===== src/rtl/dec_display_if.sv =====
// Handshake and display bundle between the register-file read side (master)
// and the seven-segment driver (slave).
interface dec_display_if #(
  parameter int WIDTH  = 32,
  parameter int DIGITS = 8
);
  logic [WIDTH-1:0]    value;
  logic                update;
  logic                hex_mode;
  logic                busy;
  logic                done;
  logic                overflow;
  logic [DIGITS*7-1:0] seg;

  modport master (
    output value, update, hex_mode,
    input  busy, done, overflow, seg
  );

  modport slave (
    input  value, update, hex_mode,
    output busy, done, overflow, seg
  );
endinterface


===== src/rtl/dec_display_driver.sv =====
// Sequential binary-to-seven-segment driver using a bit-serial double-dabble engine.
// Optional macro LEADING_ZERO_BLANK_EN blanks decimal leading zeros.
module dec_display_driver #(
  parameter int WIDTH  = 32,
  parameter int DIGITS = 8,
  parameter int SIGNED = 1
) (
  input  logic        clk,
  input  logic        rst,
  dec_display_if.slave bus,
  output logic [1:0]  fsm_state
);

  // Handshake: update is taken only in IDLE (busy=0) and is then ignored until
  // done pulses; done marks the single cycle in which new segments first show,
  // and an update in that same cycle is accepted.
  typedef enum logic [1:0] {IDLE, LOAD, SHIFT, LATCH} state_t;

  localparam int BCD_MIN = WIDTH / 3 + 1;
  localparam int BCD_D   = (BCD_MIN > DIGITS) ? BCD_MIN : DIGITS;
  localparam int CW      = $clog2(WIDTH);
  localparam int BW      = 4 * BCD_D;

  localparam logic [6:0] SEG_E     = 7'b0110000;
  localparam logic [6:0] SEG_MINUS = 7'b1111110;
  localparam logic [6:0] SEG_BLANK = 7'b1111111;

  function automatic logic [6:0] seg7(input logic [3:0] d);
    logic [6:0] r;
    case (d)
      4'h0: r = 7'b0000001;
      4'h1: r = 7'b1001111;
      4'h2: r = 7'b0010010;
      4'h3: r = 7'b0000110;
      4'h4: r = 7'b1001100;
      4'h5: r = 7'b0100100;
      4'h6: r = 7'b0100000;
      4'h7: r = 7'b0001111;
      4'h8: r = 7'b0000000;
      4'h9: r = 7'b0001100;
      4'hA: r = 7'b0001000;
      4'hB: r = 7'b1100000;
      4'hC: r = 7'b0110001;
      4'hD: r = 7'b1000010;
      4'hE: r = 7'b0110000;
      default: r = 7'b0111000;
    endcase
    return r;
  endfunction

  function automatic logic [DIGITS*7-1:0] reset_pattern();
    logic [DIGITS*7-1:0] r;
    for (int i = 0; i < DIGITS; i++) begin
      if (SIGNED != 0 && i == DIGITS - 1) r[7*i +: 7] = SEG_BLANK;
      else                                r[7*i +: 7] = seg7(4'h0);
    end
    return r;
  endfunction

  localparam logic [DIGITS*7-1:0] RESET_SEG = reset_pattern();

  // One double-dabble step: correct every nibble >=5, then shift in the next bit.
  function automatic logic [BW-1:0] dabble(input logic [BW-1:0] a, input logic b);
    logic [BW-1:0] r;
    r = a;
    for (int i = 0; i < BCD_D; i++) begin
      if (a[4*i +: 4] >= 4'd5) r[4*i +: 4] = a[4*i +: 4] + 4'd3;
    end
    return {r[BW-2:0], b};
  endfunction

  state_t              state;
  logic [WIDTH-1:0]    val_q;
  logic                hex_q;
  logic [WIDTH-1:0]    mag;
  logic [BW-1:0]       acc;
  logic [CW-1:0]       cnt;
  logic                sign_q;
  logic [DIGITS*7-1:0] seg_q;
  logic                ovf_q;
  logic                busy_q;
  logic                done_q;

  logic [DIGITS*7-1:0]        seg_next;
  logic                       ovf_next;
  logic [WIDTH+4*DIGITS-1:0]  wide;
  int                         n_dig;
`ifdef LEADING_ZERO_BLANK_EN
  int                         msd;
`endif

  always_comb begin
    seg_next = '0;
    ovf_next = 1'b0;
    wide     = {{(4*DIGITS){1'b0}}, val_q};
    n_dig    = (SIGNED != 0 && !hex_q) ? DIGITS - 1 : DIGITS;
`ifdef LEADING_ZERO_BLANK_EN
    msd = 0;
    for (int i = 0; i < BCD_D; i++) begin
      if (acc[4*i +: 4] != 4'd0) msd = i;
    end
`endif
    if (hex_q) begin
      ovf_next = |wide[WIDTH+4*DIGITS-1:4*DIGITS];
    end else begin
      for (int i = 0; i < BCD_D; i++) begin
        if (i >= n_dig && acc[4*i +: 4] != 4'd0) ovf_next = 1'b1;
      end
    end
    for (int i = 0; i < DIGITS; i++) begin
      if (i < n_dig) begin
        if (hex_q)         seg_next[7*i +: 7] = seg7(wide[4*i +: 4]);
        else if (ovf_next) seg_next[7*i +: 7] = SEG_E;
`ifdef LEADING_ZERO_BLANK_EN
        else if (i > msd)  seg_next[7*i +: 7] = SEG_BLANK;
`endif
        else               seg_next[7*i +: 7] = seg7(acc[4*i +: 4]);
      end else begin
        // Only reachable for the reserved top digit in signed decimal mode.
        seg_next[7*i +: 7] = sign_q ? SEG_MINUS : SEG_BLANK;
      end
    end
  end

  always_ff @(posedge clk or posedge rst) begin
    if (rst) begin
      state  <= IDLE;
      val_q  <= '0;
      hex_q  <= 1'b0;
      mag    <= '0;
      acc    <= '0;
      cnt    <= '0;
      sign_q <= 1'b0;
      seg_q  <= RESET_SEG;
      ovf_q  <= 1'b0;
      busy_q <= 1'b0;
      done_q <= 1'b0;
    end else begin
      done_q <= 1'b0;
      case (state)
        IDLE: begin
          if (bus.update) begin
            val_q  <= bus.value;
            hex_q  <= bus.hex_mode;
            busy_q <= 1'b1;
            state  <= LOAD;
          end
        end
        LOAD: begin
          acc <= '0;
          if (!hex_q && SIGNED != 0 && val_q[WIDTH-1]) begin
            mag    <= -val_q;
            sign_q <= 1'b1;
          end else begin
            mag    <= val_q;
            sign_q <= 1'b0;
          end
          if (hex_q) begin
            state <= LATCH;
          end else begin
            cnt   <= CW'(WIDTH - 1);
            state <= SHIFT;
          end
        end
        SHIFT: begin
          acc <= dabble(acc, mag[WIDTH-1]);
          mag <= mag << 1;
          cnt <= cnt - 1'b1;
          if (cnt == '0) state <= LATCH;
        end
        LATCH: begin
          seg_q  <= seg_next;
          ovf_q  <= ovf_next;
          done_q <= 1'b1;
          busy_q <= 1'b0;
          state  <= IDLE;
        end
        default: state <= IDLE;
      endcase
    end
  end

  assign bus.busy     = busy_q;
  assign bus.done     = done_q;
  assign bus.overflow = ovf_q;
  assign bus.seg      = seg_q;
  assign fsm_state    = state;

endmodule


===== src/flat_wrapper.sv =====
// flat-port wrapper written by rule: the top's interface ports become plain ports
module dec_display_driver_flat 
#(
  parameter int WIDTH  = 32,
  parameter int DIGITS = 8,
  parameter int SIGNED = 1
)
  (clk, rst, fsm_state, bus_value, bus_update, bus_hex_mode, bus_busy, bus_done, bus_overflow, bus_seg);
  dec_display_if #(.WIDTH(WIDTH), .DIGITS(DIGITS)) bus_i ();
  input  logic clk;
  input  logic rst;
  output logic [1:0] fsm_state;
  input wire logic [$bits(bus_i.value)-1:0] bus_value;
  input wire logic [$bits(bus_i.update)-1:0] bus_update;
  input wire logic [$bits(bus_i.hex_mode)-1:0] bus_hex_mode;
  output wire logic [$bits(bus_i.busy)-1:0] bus_busy;
  output wire logic [$bits(bus_i.done)-1:0] bus_done;
  output wire logic [$bits(bus_i.overflow)-1:0] bus_overflow;
  output wire logic [$bits(bus_i.seg)-1:0] bus_seg;
  assign bus_i.value = bus_value;
  assign bus_i.update = bus_update;
  assign bus_i.hex_mode = bus_hex_mode;
  assign bus_busy = bus_i.busy;
  assign bus_done = bus_i.done;
  assign bus_overflow = bus_i.overflow;
  assign bus_seg = bus_i.seg;
  dec_display_driver #(.WIDTH(WIDTH), .DIGITS(DIGITS), .SIGNED(SIGNED)) u_core (.clk(clk), .rst(rst), .bus(bus_i), .fsm_state(fsm_state));
endmodule

===== config.mk =====
export PLATFORM = sky130hd
export DESIGN_NAME = dec_display_driver_flat
export DESIGN_NICKNAME = d
export VERILOG_FILES = /design/src/rtl/dec_display_if.sv /design/src/rtl/dec_display_driver.sv /design/src/flat_wrapper.sv
export SDC_FILE = /design/constraint.sdc
export NUM_CORES = 1
export LEC_CHECK = 0
export ABC_CLOCK_PERIOD_IN_PS = 13800
export CAP_MARGIN = 20
export CORE_MARGIN = 2
export CORE_UTILIZATION = 44
export CTS_BUF_LIST = sky130_fd_sc_hd__clkbuf_8
export DETAILED_ROUTE_END_ITERATION = 7
export GPL_ROUTABILITY_DRIVEN = 0
export PLACE_DENSITY = 0.74
export SYNTH_ARGS = -nofsm -noshare
export SYNTH_HDL_FRONTEND = slang
export SYNTH_SLANG_ARGS = --single-unit

===== constraint.sdc =====
create_clock -name clk -period 13.8 [get_ports clk]
set_clock_uncertainty 0.15 [all_clocks]
set_input_delay 4.14 -clock clk [delete_from_list [all_inputs] [get_ports clk]]
set_output_delay 4.14 -clock clk [all_outputs]
set_load 0.005 [all_outputs]

==> results.txt <==
Using the TritonRoute via totals, the vias-per-cell ratio works out to 5.78. The clock network accounts for 11.7% of the total power. After detailed placement, the design holds a cell count of 1770. The run gives 13900 um^2 as the post-layout instance area. Derived from the worst setup path, the maximum achievable clock frequency is 172 MHz. The path category of the worst min-delay check was flip-flop to flip-flop. The largest net degree at the start of global routing is 100. In the final layout, the share of cells above drive strength 1 is 10.2%. After floorplanning, the core was sized to cover 27800 um^2.

The synthesized netlist occupies a cell area of 12400 um^2. Walking the worst path, the cells encountered are clkdlybuf4s50_1. Library cell used as clock root buffer: sky130_fd_sc_hd__clkbuf_8. The tools report the power share of the sequential group as 34.2%. Combinational fraction of design power: 54.2%. The floorplan step defined a die boundary enclosing 29600 um^2. In the synthesized netlist the dominant register cell turns out to be sky130_fd_sc_hd__dfrtp_1. The initial antenna violation count is 0, and the leakage power figure is 5.63 nW. The final routed DRC violation total is 0, and the async set-or-reset flop fraction in the synthesized netlist is 100%. The via count of the first global-routing pass was 9924. The number of flops mapped to enable cells by yosys was 0; the number of rows in the core area was 61. The worst path uses 42.0% of the clock period. The number of buffers added on ports works out to 96. The power per unit of standard cell area was 211 nW/um^2; the die width was 172 um.

The internal portion of the total power is 1.59 mW. The count of hold buffers inserted by post-cts repair is 0, and the maximum level of the CTS H-tree is 4. The post-synthesis cell count was 1392.

The run gives 50.0% as the post-layout utilization of the core. The combined buffer and inverter count along the critical path works out to 1. The run finished with clean final reports.

The insertion delay to the later sink of the worst-skew pair was 0.47 ns. The count of nets left with antenna violations once routing finished came out at 0. The number of storage elements in the synthesis netlist is 176. After the first detailed-routing iteration, the DRC count stood at 731. Dividing the detail-routed wire length by the instance count gives 17.0 um. The tools report the smallest setup slack after layout as 8.00 ns. The first global-routing pass estimated 50.5 mm of wire.

The length of the first detailed-routing pass in iterations is 5. Counting distinct cell types in the post-synthesis netlist gives 73. The run gives 35.6% as the fraction of the yosys area taken by sequential cells.

During synthesis, Yosys emitted a total of 0 warnings. After filler insertion, the fill cell instance count of the layout stands at 2616. The detailed placer's ending HPWL came out at 20.4 mm. The number of buffers added for setup after CTS was 0; the switching part of the total power was 46.0%. Headroom to the max-slew limit came out at 30.4%.

The combined global-route utilization of all metal layers is 21.2%. At the pin with the least slew margin, the transition time is 1.04 ns. STA classifies the critical path startpoint as a flip-flop.

The run gives 13500 um^2 as the placed cell area. The total wirelength of the detailed-routed design is 30.7 mm. At the placement stage, the worst setup path has a slack of 7.17 ns.

0 antenna diodes ended up in the layout. The die is 172 um tall. The max-slew violation count came out at 0. Setup repair after global routing left no endpoint under its margin. TritonCTS built the clock tree. Clock tree synthesis inserted a total of 17 buffers.

Summed over all layers, the global routing overflow is 0. In this run the worst path has a maximum fanout of 2. The signed area change from the synthesized netlist to the final layout was 11.8%. For the number of vias after detailed routing, the log shows 10.4k. The run gives 0 as the number of max-cap violations. The maximum cell stage delay along the critical path came out at 0.55 ns.

After the flow finishes, the layout carries non-filler instances totaling 1803. During I/O placement, the number of pins put on the boundary was 97. The run gives 1550 as the final-stage net count.

The critical path data required time came out at 9.51 ns. The average cell area after synthesis is 8.93 um^2, and the final setup TNS is 0 ns. The element type at the critical path end is a primary output. Ranked by total cell area, the synthesized netlist is headed by sky130_fd_sc_hd__dfrtp_1 (33%), sky130_fd_sc_hd__ha_1 (10%), sky130_fd_sc_hd__mux2_2 (5.7%). The slowest library cell on the worst path was sky130_fd_sc_hd__dfstp_2. The share of the synthesized area in the top cell type was 32.6%. Clock slew seen by the registers of the worst setup and hold paths: 0.10 ns. The net switching power was 1.35 mW. Among cell families on the critical path, the largest total delay comes from flip-flops.

IR analysis of the VDD net gives a maximum drop of 0.147 mV. The critical path is of the flip-flop to primary output type. The biggest area contributor in the post-synthesis netlist is sky130_fd_sc_hd__dfrtp_1.

The logs give 2 for the buffer levels on the longest clock path and 44.7% for the initial core utilization. At the worst endpoint, the arrival time is 1.51 ns. The logs give 1530 for the net count of the mapped netlist and 0 for the number of gates resized after cts. The number of hold violations in the final report is 0, and the minimum clock period after layout is 5.80 ns. Setup violations remaining at the end of the flow were counted as 0.

Counting every sink on the clock net gives 176.
==> final timing paths <==
check                      slack, ns  cells past startpoint                         endpoint                       startpoint
max                             8.00                      1                       bus_seg[7]    u_core.bus.seg[7]$_DFFE_PP1P_
min                             0.34                      2   u_core.bus.seg[52]$_DFFE_PP1P_   u_core.bus.seg[52]$_DFFE_PP1P_
max reg2reg                    10.36                      9       u_core.mag[27]$_DFFE_PP0P_  u_core.fsm_state[1]$_DFFE_PP0P_
min reg2reg                     0.34                      2   u_core.bus.seg[52]$_DFFE_PP1P_   u_core.bus.seg[52]$_DFFE_PP1P_
max in group asynchronous       8.24                      4    u_core.bus.seg[7]$_DFFE_PP1P_                              rst
min in group asynchronous       4.07                      2  u_core.fsm_state[0]$_DFFE_PP0P_                              rst
==> power groups by stage <==
stage / sequential (mW) / combinational (mW) / clock (mW)
2_1_floorplan: 0.863 / 1.23 / 0
3_3_place_gp: 1.00 / 1.54 / 0
3_5_place_dp: 1.01 / 1.58 / 0
4_1_cts: 1.00 / 1.59 / 0.351
5_1_grt: 1.04 / 1.77 / 0.371
6_report: 1.00 / 1.59 / 0.343
==> tightest hold or removal path, cell delays in order (launching register included) <==
cell and delay [ns]:
sky130_fd_sc_hd__dfstp_2 0.38, sky130_fd_sc_hd__nor2_1 0.08, sky130_fd_sc_hd__a31oi_1 0.05
==> per-layer routing <==
metal | vias to the layer above | track usage [%] | routed length [um]
met5 | - | 0 | 0
met4 | 0 | 7.16 | 689
met3 | 49 | 2.61 | 1390
met2 | 315 | 35.2 | 14400
met1 | 5041 | 28.6 | 14200
li1 | 5018 | - | -
==> logic make-up (layout without fill, tap and decap cells) <==
logic type	count (synthesis)	count (layout)	share of synthesized area, %
flip-flops	176	176	35.6
buffers and inverters	174	207	5.64
adder cells (fa/ha/maj)	102	102	10.3
AO/OA/AOI/OAI	441	441	22.3
AND/OR/NAND/NOR	362	362	15.0
XOR/XNOR	41	41	2.89
multiplexers	96	96	8.36
==> cells in the final DEF (no fill, tap or decap), types with 8 or more instances in the layout <==
cell	count
sky130_fd_sc_hd__xor2_1	9
sky130_fd_sc_hd__nand3b_1	11
sky130_fd_sc_hd__o22ai_1	25
sky130_fd_sc_hd__a32oi_1	12
sky130_fd_sc_hd__a21oi_1	127
sky130_fd_sc_hd__ha_1	100
sky130_fd_sc_hd__nor2b_1	17
sky130_fd_sc_hd__nor3_1	9
sky130_fd_sc_hd__a211oi_1	15
sky130_fd_sc_hd__o21ai_0	110
sky130_fd_sc_hd__buf_4	8
sky130_fd_sc_hd__clkdlybuf4s50_1	96
sky130_fd_sc_hd__mux2_2	63
sky130_fd_sc_hd__nand2_1	95
sky130_fd_sc_hd__a22o_1	12
sky130_fd_sc_hd__inv_1	71
sky130_fd_sc_hd__a31oi_1	22
sky130_fd_sc_hd__o211ai_1	14
sky130_fd_sc_hd__xnor2_1	32
sky130_fd_sc_hd__a22oi_1	31
sky130_fd_sc_hd__nand2b_1	32
sky130_fd_sc_hd__mux2i_1	33
sky130_fd_sc_hd__dfstp_2	14
sky130_fd_sc_hd__nor2_1	131
sky130_fd_sc_hd__o31ai_1	8
sky130_fd_sc_hd__clkbuf_8	20
sky130_fd_sc_hd__dfrtp_1	161
sky130_fd_sc_hd__nand3_1	23
==> cell usage after synthesis, types with 14 or more instances <==
cell / number
sky130_fd_sc_hd__xnor2_1: 32
sky130_fd_sc_hd__nand2b_1: 32
sky130_fd_sc_hd__a31oi_1: 22
sky130_fd_sc_hd__o22ai_1: 25
sky130_fd_sc_hd__nand3_1: 23
sky130_fd_sc_hd__o211ai_1: 14
sky130_fd_sc_hd__a21oi_1: 127
sky130_fd_sc_hd__dfstp_2: 14
sky130_fd_sc_hd__a22oi_1: 31
sky130_fd_sc_hd__o21ai_0: 110
sky130_fd_sc_hd__nand2_1: 96
sky130_fd_sc_hd__dfrtp_1: 162
sky130_fd_sc_hd__ha_1: 102
sky130_fd_sc_hd__mux2i_1: 33
sky130_fd_sc_hd__nor2_1: 131
sky130_fd_sc_hd__buf_2: 20
sky130_fd_sc_hd__mux2_2: 63
sky130_fd_sc_hd__nor2b_1: 17
sky130_fd_sc_hd__a211oi_1: 15
sky130_fd_sc_hd__inv_1: 70
sky130_fd_sc_hd__clkbuf_1: 62
sky130_fd_sc_hd__buf_1: 18
==> metrics by stage <==
| stage | hold WS (ns) | total power [mW] |
|---|---|---|
| 6_report | 0.345 | 2.94 |
| 5_1_grt | 0.367 | 3.18 |
| 4_1_cts | 0.345 | 2.94 |
| 3_5_place_dp | 0.327 | 2.59 |
| 3_3_place_gp | 0.324 | 2.54 |
| 2_1_floorplan | 0.305 | 2.09 |
==> registers in the layout, indices dropped and copies added, names as in the netlist <==
name                 cells
u_core.acc              44
u_core.bus.busy          1
u_core.bus.done          1
u_core.bus.overflow      1
u_core.bus.seg          56
u_core.cnt               5
u_core.fsm_state         2
u_core.hex_q             1
u_core.mag              32
u_core.sign_q            1
u_core.val_q            32
==> layout make-up <==
type	instances	area [um^2]	area share [%]
tap	378	473	3.40
clock inverter	12	87.6	0.630
multi-input combinational	1042	7330	52.7
clock buffer	20	275	1.98
sequential	176	4420	31.8
timing repair buffer	105	1050	7.54
inverter	70	268	1.93
(Power assumes the default switching activity.)
